### config.mk
export PLATFORM = sky130hd
export DESIGN_NAME = as_ethernet_pkt_gen
export DESIGN_NICKNAME = d
export VERILOG_FILES = /design/src/rtl/as_ethernet_pkt_gen.sv
export SDC_FILE = /design/constraint.sdc
export NUM_CORES = 1
export LEC_CHECK = 0
export CAP_MARGIN = 20
export CORE_MARGIN = 2
export CORE_UTILIZATION = 30
export DETAILED_ROUTE_END_ITERATION = 10
export SLEW_MARGIN = 20
export SYNTH_ARGS = -nofsm -noshare
export SYNTH_HDL_FRONTEND = slang
export SYNTH_SLANG_ARGS = --single-unit
### constraint.sdc
create_clock -name clk -period 2.4 [get_ports clk]
set_input_delay 0.36 -clock clk [delete_from_list [all_inputs] [get_ports clk]]
set_output_delay 0.36 -clock clk [all_outputs]
set_load 0.02 [all_outputs]
### src/rtl/as_ethernet_pkt_gen.sv
// Builds one 60-byte Ethernet/IPv4 alert packet per accepted request onto the 64-bit user datapath.
// Define AS_PKT_GEN_CKSUM_EN to compute the IPv4 header checksum (adds one CSUM cycle); otherwise it is 0.
module as_ethernet_pkt_gen #(
   parameter int         DATA_WIDTH  = 64,
   parameter int         CTRL_WIDTH  = DATA_WIDTH / 8,
   parameter int         NUM_IQ_BITS = 3,
   parameter logic [7:0] IP_TTL      = 8'd64
) (
   input  logic                   clk,
   input  logic                   reset_n,
   input  logic                   req_valid,
   output logic                   req_ready,
   input  logic [47:0]            req_dst_mac,
   input  logic [47:0]            req_src_mac,
   input  logic [31:0]            req_src_ip,
   input  logic [31:0]            req_dst_ip,
   input  logic [7:0]             req_proto,
   input  logic [NUM_IQ_BITS-1:0] req_dst_port,
   input  logic [NUM_IQ_BITS-1:0] req_src_port,
   output logic [DATA_WIDTH-1:0]  out_data,
   output logic [CTRL_WIDTH-1:0]  out_ctrl,
   output logic                   out_wr,
   input  logic                   out_rdy,
   output logic [31:0]            tx_pkt_cnt
);

   typedef enum logic [1:0] {
      ST_IDLE,
`ifdef AS_PKT_GEN_CKSUM_EN
      ST_CSUM,
`endif
      ST_SEND
   } state_t;

   state_t                 state_q;
   logic                   req_ready_q;
   logic [3:0]             cnt_q;
   logic [63:0]            out_data_q;
   logic [7:0]             out_ctrl_q;
   logic [31:0]            tx_pkt_cnt_q;
   logic [15:0]            ip_id_q;
   logic [47:0]            dst_mac_q;
   logic [47:0]            src_mac_q;
   logic [31:0]            src_ip_q;
   logic [31:0]            dst_ip_q;
   logic [7:0]             proto_q;
   logic [NUM_IQ_BITS-1:0] dst_port_q;
   logic [NUM_IQ_BITS-1:0] src_port_q;
   logic [15:0]            cksum_s;

   function automatic logic [63:0] hdr_word(input logic [NUM_IQ_BITS-1:0] dport,
                                            input logic [NUM_IQ_BITS-1:0] sport);
      logic [15:0] onehot;
      onehot   = 16'd1 << dport;
      hdr_word = {onehot, 16'd8, 16'(sport), 16'd60};
   endfunction

   function automatic logic [63:0] body_word(input logic [3:0] idx, input logic [47:0] dmac,
                                             input logic [47:0] smac, input logic [31:0] sip,
                                             input logic [31:0] dip, input logic [15:0] id,
                                             input logic [7:0] proto, input logic [15:0] ck);
      case (idx)
         4'd1:    body_word = {dmac, smac[47:32]};
         4'd2:    body_word = {smac[31:0], 16'h0800, 8'h45, 8'h00};
         4'd3:    body_word = {16'd46, id, 16'h4000, IP_TTL, proto};
         4'd4:    body_word = {ck, sip, dip[31:16]};
         4'd5:    body_word = {dip[15:0], 48'h0};
         default: body_word = 64'h0;
      endcase
   endfunction

`ifdef AS_PKT_GEN_CKSUM_EN
   logic [15:0] cksum_q;

   // Nine header halfwords fit a 20-bit sum; two folds absorb every end-around carry.
   function automatic logic [15:0] ip_cksum(input logic [15:0] id, input logic [7:0] proto,
                                            input logic [31:0] sip, input logic [31:0] dip);
      logic [19:0] acc;
      logic [16:0] f1;
      logic [15:0] f2;
      acc = 20'h04500 + 20'h0002E + {4'h0, id} + 20'h04000 + {4'h0, IP_TTL, proto}
          + {4'h0, sip[31:16]} + {4'h0, sip[15:0]} + {4'h0, dip[31:16]} + {4'h0, dip[15:0]};
      f1  = {1'b0, acc[15:0]} + {13'h0, acc[19:16]};
      f2  = f1[15:0] + {15'h0, f1[16]};
      ip_cksum = ~f2;
   endfunction

   assign cksum_s = cksum_q;
`else
   assign cksum_s = 16'h0000;
`endif

   // Request capture, packet sequencing and registered datapath outputs.
   always_ff @(posedge clk or negedge reset_n) begin
      if (!reset_n) begin
         state_q      <= ST_IDLE;
         req_ready_q  <= 1'b0;
         cnt_q        <= 4'd0;
         out_data_q   <= 64'h0;
         out_ctrl_q   <= 8'h00;
         tx_pkt_cnt_q <= 32'd0;
         ip_id_q      <= 16'd0;
         dst_mac_q    <= 48'h0;
         src_mac_q    <= 48'h0;
         src_ip_q     <= 32'h0;
         dst_ip_q     <= 32'h0;
         proto_q      <= 8'h00;
         dst_port_q   <= '0;
         src_port_q   <= '0;
`ifdef AS_PKT_GEN_CKSUM_EN
         cksum_q      <= 16'h0000;
`endif
      end else begin
         case (state_q)
            ST_IDLE: begin
               if (req_valid && req_ready_q) begin
                  dst_mac_q   <= req_dst_mac;
                  src_mac_q   <= req_src_mac;
                  src_ip_q    <= req_src_ip;
                  dst_ip_q    <= req_dst_ip;
                  proto_q     <= req_proto;
                  dst_port_q  <= req_dst_port;
                  src_port_q  <= req_src_port;
                  cnt_q       <= 4'd0;
                  req_ready_q <= 1'b0;
`ifdef AS_PKT_GEN_CKSUM_EN
                  state_q     <= ST_CSUM;
`else
                  out_data_q  <= hdr_word(req_dst_port, req_src_port);
                  out_ctrl_q  <= 8'hFF;
                  state_q     <= ST_SEND;
`endif
               end else begin
                  req_ready_q <= 1'b1;
               end
            end
`ifdef AS_PKT_GEN_CKSUM_EN
            ST_CSUM: begin
               cksum_q    <= ip_cksum(ip_id_q, proto_q, src_ip_q, dst_ip_q);
               out_data_q <= hdr_word(dst_port_q, src_port_q);
               out_ctrl_q <= 8'hFF;
               state_q    <= ST_SEND;
            end
`endif
            ST_SEND: begin
               if (out_rdy) begin
                  if (cnt_q == 4'd8) begin
                     state_q      <= ST_IDLE;
                     req_ready_q  <= 1'b1;
                     cnt_q        <= 4'd0;
                     out_data_q   <= 64'h0;
                     out_ctrl_q   <= 8'h00;
                     ip_id_q      <= ip_id_q + 16'd1;
                     tx_pkt_cnt_q <= tx_pkt_cnt_q + 32'd1;
                  end else begin
                     cnt_q      <= cnt_q + 4'd1;
                     out_data_q <= body_word(cnt_q + 4'd1, dst_mac_q, src_mac_q, src_ip_q,
                                             dst_ip_q, ip_id_q, proto_q, cksum_s);
                     out_ctrl_q <= (cnt_q == 4'd7) ? 8'h10 : 8'h00;
                  end
               end
            end
            default: state_q <= ST_IDLE;
         endcase
      end
   end

   assign req_ready  = req_ready_q;
   assign out_wr     = (state_q == ST_SEND) && out_rdy;
   assign out_data   = out_data_q;
   assign out_ctrl   = out_ctrl_q;
   assign tx_pkt_cnt = tx_pkt_cnt_q;

endmodule

* Yosys cells after proc, flatten, opt, wreduce, memory -nomap -nowiden
Cells that the tools add are included.
Operators by class: reduce and logical (&&, ||, !) cells 9, equality and inequality tests 11, $add $sub $neg 3, shifts and indexed selects 1, mux-type cells 22
Operator list (count):
- case mux 64 bit (5 select lines) | 1
- two-way mux 64 bit | 3
- case mux 64 bit (2 select lines) | 1
- adder 32 x 1 -> 32 bit, second input constant | 1
- adder 16 x 1 -> 16 bit, second input constant | 1
- two-way mux 8 bit | 2
- case mux 8 bit (2 select lines) | 1
- left shift 1 x 3 -> 16 bit, first input constant | 1
- equality test 4 x 3 -> 1 bit, second input constant | 3
- two-way mux 4 bit | 3
- AND reduction 3 bit | 4
- two-way mux 5 bit | 2
- equality test 4 x 2 -> 1 bit, second input constant | 2
- case mux 4 bit (2 select lines) | 1
- two-way mux 2 bit | 3
- inequality test 2 bit, second input constant | 3
- adder 4 x 1 -> 4 bit, second input constant | 1
- equality test 4 x 1 -> 1 bit, second input constant | 1
- equality test 4 bit, second input constant | 1
- case mux 2 bit (2 select lines) | 1
- two-way mux 1 bit | 3
- equality test 2 x 1 -> 1 bit, second input constant | 1
- logical AND 1 bit | 2
- zero test 2 bit | 1
- 3 further kinds | 3
Storage, ports and cells: output and inout port bits 106, input bits 178, flip-flop bits (word level) 295, logic and storage cells 58

* Depth between registers and ports, before layout
depth after elaboration 6, depth in mapped cells 8, depth with buffers taken out 7

* Least setup slack after synthesis
No wires, ideal clock.
path type register to register, start register cnt_q[0], end register ip_id_q[6], buffers on the path 1, slack 0.386 ns, cell stages (with the launch flop) 8, arrival time 1.891 ns, required time 2.277 ns, setup time 0.123 ns, path through dfrtp_1 -> inv_1 -> ha_1 -> and3b_1 -> nand2_1 -> buf_2 -> or4_1 -> xnor2_1
On the way: word-level cells in the longest chain between the ends 2
RTL lines:
- start, declared | line 37 | logic [3:0] cnt_q;
- start signal, assigned | line 156 | cnt_q <= cnt_q + 4'd1;
- equality test 4 bit | line 147 | if (cnt_q == 4'd8) begin
- AND reduction 3 bit (no source line)
- end signal, assigned | line 153 | ip_id_q <= ip_id_q + 16'd1;
- end, declared | line 41 | logic [15:0] ip_id_q;
Every way passes these cells. A chain may end at the register's enable or synchronous reset.

* Worst setup path in the final report
start register cnt_q[0], end register out_data_q[23] (netlist: out_data[23])
On the way: word-level cells in the longest chain between the ends 6
RTL lines:
- adder 4 x 1 -> 4 bit | line 157 | out_data_q <= body_word(cnt_q + 4'd1, dst_mac_q, src_mac_q, src_ip_q,
- equality test 4 x 3 -> 1 bit, or another cell as far along | line 62 | case (idx)
- case mux 64 bit (5 select lines) | line 62
- two-way mux 64 bit * | line 147
- two-way mux 64 bit * | line 146 | if (out_rdy) begin
- case mux 64 bit (2 select lines) * | line 114 | case (state_q)
- end signal, assigned | line 129 | out_data_q <= hdr_word(req_dst_port, req_src_port);
- end signal, assigned | line 157
- end, declared | line 38 | logic [63:0] out_data_q;
Every way passes the cells marked *; elsewhere a longest branch is shown, timed or not. The select of a mux whose other input is x is not followed.

==> impl_metrics.yaml <==
run_status:
  outcome: "completed"
clock_network:
  cts_max_level: 2
  clk_pin_slew_worst_paths_ns: 0.06
  clk_latency_ns: 0.53
  post-cts-setup-buffers: 0
  cts_buffers: 35
  clock-sinks: 288
  root_buffer: "clkbuf_16"
  cts_tree: "built"
  cts.path.max_buffers: 3
worst_setup_path:
  critPathArrivalTime_ns: 2.69
  startpoint_type: "flop"
  crit_type: "flop to flop"
  critPathMaxFanout: 48
  cp.required_ns: 2.85
  crit_path_end_kind: "flop"
final_layout:
  fin_area_um2: 17400
  final_cells: 2126
  final_util_pct: 42.4
  area_growth_pct: 39.4
  n_fill_cell: 3987
  layout.nets: 1754
  drive_gt1_share_pct: 7.97
die:
  core-area_um2: 40900
  start_util_pct: 30.4
  die_w_um: 208
  fp-row-count: 74
  fp.dieH_um: 208
  die_area_um2: 43100
  io_pins: 284
global_routing:
  grt_pass1_vias: 10552
  grt_use_total_pct: 17.9
  antenna_found_initial: 3
  grt_pass1_wl_mm: 60.9
  grt_overflow_total: 0
  grt_max_degree: 79
sta:
  hold_viol: 0
  tightest_slew_ns: 0.759
  max_freq_mhz: 446
  post-route-min-period_ns: 2.24
  period_share_pct: 93.4
  slew_violations: 0
  setup_tns_ns: 0
  maxSlewHeadroom_pct: 49.4
  rsz0062_at_grt: "no"
  skew_ns: 0.0155
  setup_viol: 0
synthesis:
  synth_edf_count: 0
  synth.avg_cell_area_um2: 9.65
  ys.warnings.count: 0
  ys_seq_area_share_pct: 57.9
  ys.flop_type: "dfrtp_1"
  synth_async_sr_flop_share_pct: 100
  synth_nets: 1475
  ys_seq_elements: 288
  syn-cell-area_um2: 12400
  yosysUniqueCellTypes: 56
  syn_inst: 1290
flow_run:
  drv_cap: 0
power:
  finalPower_mw: 21.3
  p_leak_nw: 8.08
  pwr_density_cell_nw_per_um2: 1230
  vdd_ir_drop_max_mv: 0.695
routing:
  drt_wl_total_mm: 38.6
  drc_errors: 0
  wl_per_cell_um: 18.1
  drt_first_pass_iters: 6
  drt_iter0_drc: 633
  postRouteAntennaNets: 0
  viasPerCell: 4.77
  vias: 10137
place:
  dpl-instance-area_um2: 16100
  dp.cells: 2063
  gp_congestion: 0.778
  hpwl_mm: 26.6
  port_buffers: 283
worst_hold_path:
  min_path_type: "input port to flop"
==> what timing repair did <==
| item | 4_1_cts | 5_1_grt |
|---|---|---|
| hold buffers | 1 | 0 |
| endpoints found under the setup margin | 0 | 1 |
| endpoints found under the hold margin | 54 | 0 |
| gates resized for setup | 0 | 1 |
==> report_power, final <==
| part | internal [mW] | leakage (nW) | switching, mW |
|---|---|---|---|
| clock network | 3.39 | 0.588 | 2.07 |
| logic | 3.38 | 3.79 | 4.42 |
| registers | 6.87 | 3.70 | 1.21 |
| total | 13.6 | 8.08 | 7.70 |
==> per-layer routing <==
layer / vias to the layer above / GRT usage (%) / wire length (um)
li1: 4877 / - / -
met1: 4880 / 23.5 / 17000
met2: 307 / 28.6 / 17900
met3: 69 / 5.58 / 2820
met4: 4 / 4.96 / 912
met5: - / 0 / 23
==> state kept, by name, indices dropped and copies added (netlist names) <==
| signal | cells |
|---|---|
| state_q | 1 |
| src_ip_q | 32 |
| req_ready | 1 |
| dst_ip_q | 32 |
| dst_mac_q | 48 |
| ip_id_q | 16 |
| out_data | 64 |
| src_mac_q | 48 |
| out_ctrl | 2 |
| proto_q | 8 |
| cnt_q | 4 |
| tx_pkt_cnt | 32 |
==> logic make-up after synthesis <==
| logic type | Yosys count | synth area share, % |
|---|---|---|
| simple gates | 660 | 22.2 |
| flops | 288 | 57.9 |
| compound gates | 191 | 12.5 |
| buf+inv | 95 | 3.27 |
| xor+xnor | 46 | 3.24 |
| fa+ha+maj | 7 | 0.704 |
| mux | 3 | 0.241 |
==> placed cells by master, fill, tap and decap left out, types with 5 or more instances in the layout <==
master / synthesis / layout
nand2_1: 569 / 569
dfrtp_1: 288 / 288
clkdlybuf4s50_1: 0 / 282
a22oi_1: 39 / 39
clkbuf_16: 0 / 37
o2bb2ai_1: 33 / 33
xnor2_1: 31 / 31
o21ai_0: 29 / 29
buf_4: 10 / 27
a22o_1: 25 / 25
nor2_1: 21 / 18
a222oi_1: 16 / 16
buf_12: 0 / 16
nand3_1: 15 / 15
xor2_1: 15 / 15
a2bb2oi_1: 12 / 12
clkbuf_8: 0 / 12
nand4_1: 10 / 10
inv_1: 9 / 9
a221o_1: 9 / 9
a21oi_1: 8 / 8
and3_1: 7 / 7
nor3_1: 6 / 6
clkbuf_1: 63 / 5
==> path summary, 6_finish.rpt <==
kind,to,slack (ns),startpoint,cells after the start
setup / recovery,out_data[23]$_DFFE_PN0P_,0.16,cnt_q[0]$_DFFE_PN0P_,8
hold / removal,src_mac_q[37]$_DFFE_PN0P_,0.35,req_src_mac[37],3
setup reg to reg,out_data[23]$_DFFE_PN0P_,0.16,cnt_q[0]$_DFFE_PN0P_,8
hold reg to reg,dst_ip_q[14]$_DFFE_PN0P_,0.47,dst_ip_q[14]$_DFFE_PN0P_,2
max in group asynchronous,src_ip_q[1]$_DFFE_PN0P_,1.20,reset_n,3
min in group asynchronous,ip_id_q[9]$_DFFE_PN0P_,0.40,reset_n,2
==> final cells by class <==
class                      count  area (um^2)  area share, %
clock inverter                 7         90.1          0.519
sequential                   288         7210           41.5
tap                          532          666           3.84
clock buffer                  54         1110           6.40
timing repair buffer         327         3370           19.4
antenna                        1         2.50         0.0144
inverter                      10         37.5          0.216
multi-input combinational    907         4870           28.1
==> worst max-delay path, stage by stage (launching register included) <==
cell and delay [ns]:
dfrtp_1 0.40, buf_4 0.16, ha_1 0.26, and2b_1 0.29, a21oi_2 0.11, o31ai_4 0.22, buf_12 0.29, a22oi_1 0.17
o21ai_0 0.19
==> synth_stat cells, types with 12 or more instances <==
library cell / number / share of area (%)
o2bb2ai_1: 33 / 2.3
a22oi_1: 39 / 2.4
clkbuf_1: 63 / 1.9
nand3_1: 15 / 0.60
xor2_1: 15 / 1.1
nand2_1: 569 / 17
xnor2_1: 31 / 2.2
dfrtp_1: 288 / 58
a2bb2oi_1: 12 / 0.84
a22o_1: 25 / 1.8
nor2_1: 21 / 0.63
o21ai_0: 29 / 1.2
a222oi_1: 16 / 1.3
==> per-stage QoR <==
stage | hold WS, ns | worst slack, ns
global route | 0.326 | 0.0315
detailed placement | 0.377 | 0.160
global placement | 0.372 | 0.194
CTS | 0.319 | 0.160
floorplan | 0.0644 | 0.386
finish | 0.352 | 0.157
(Power assumes the default switching activity.)
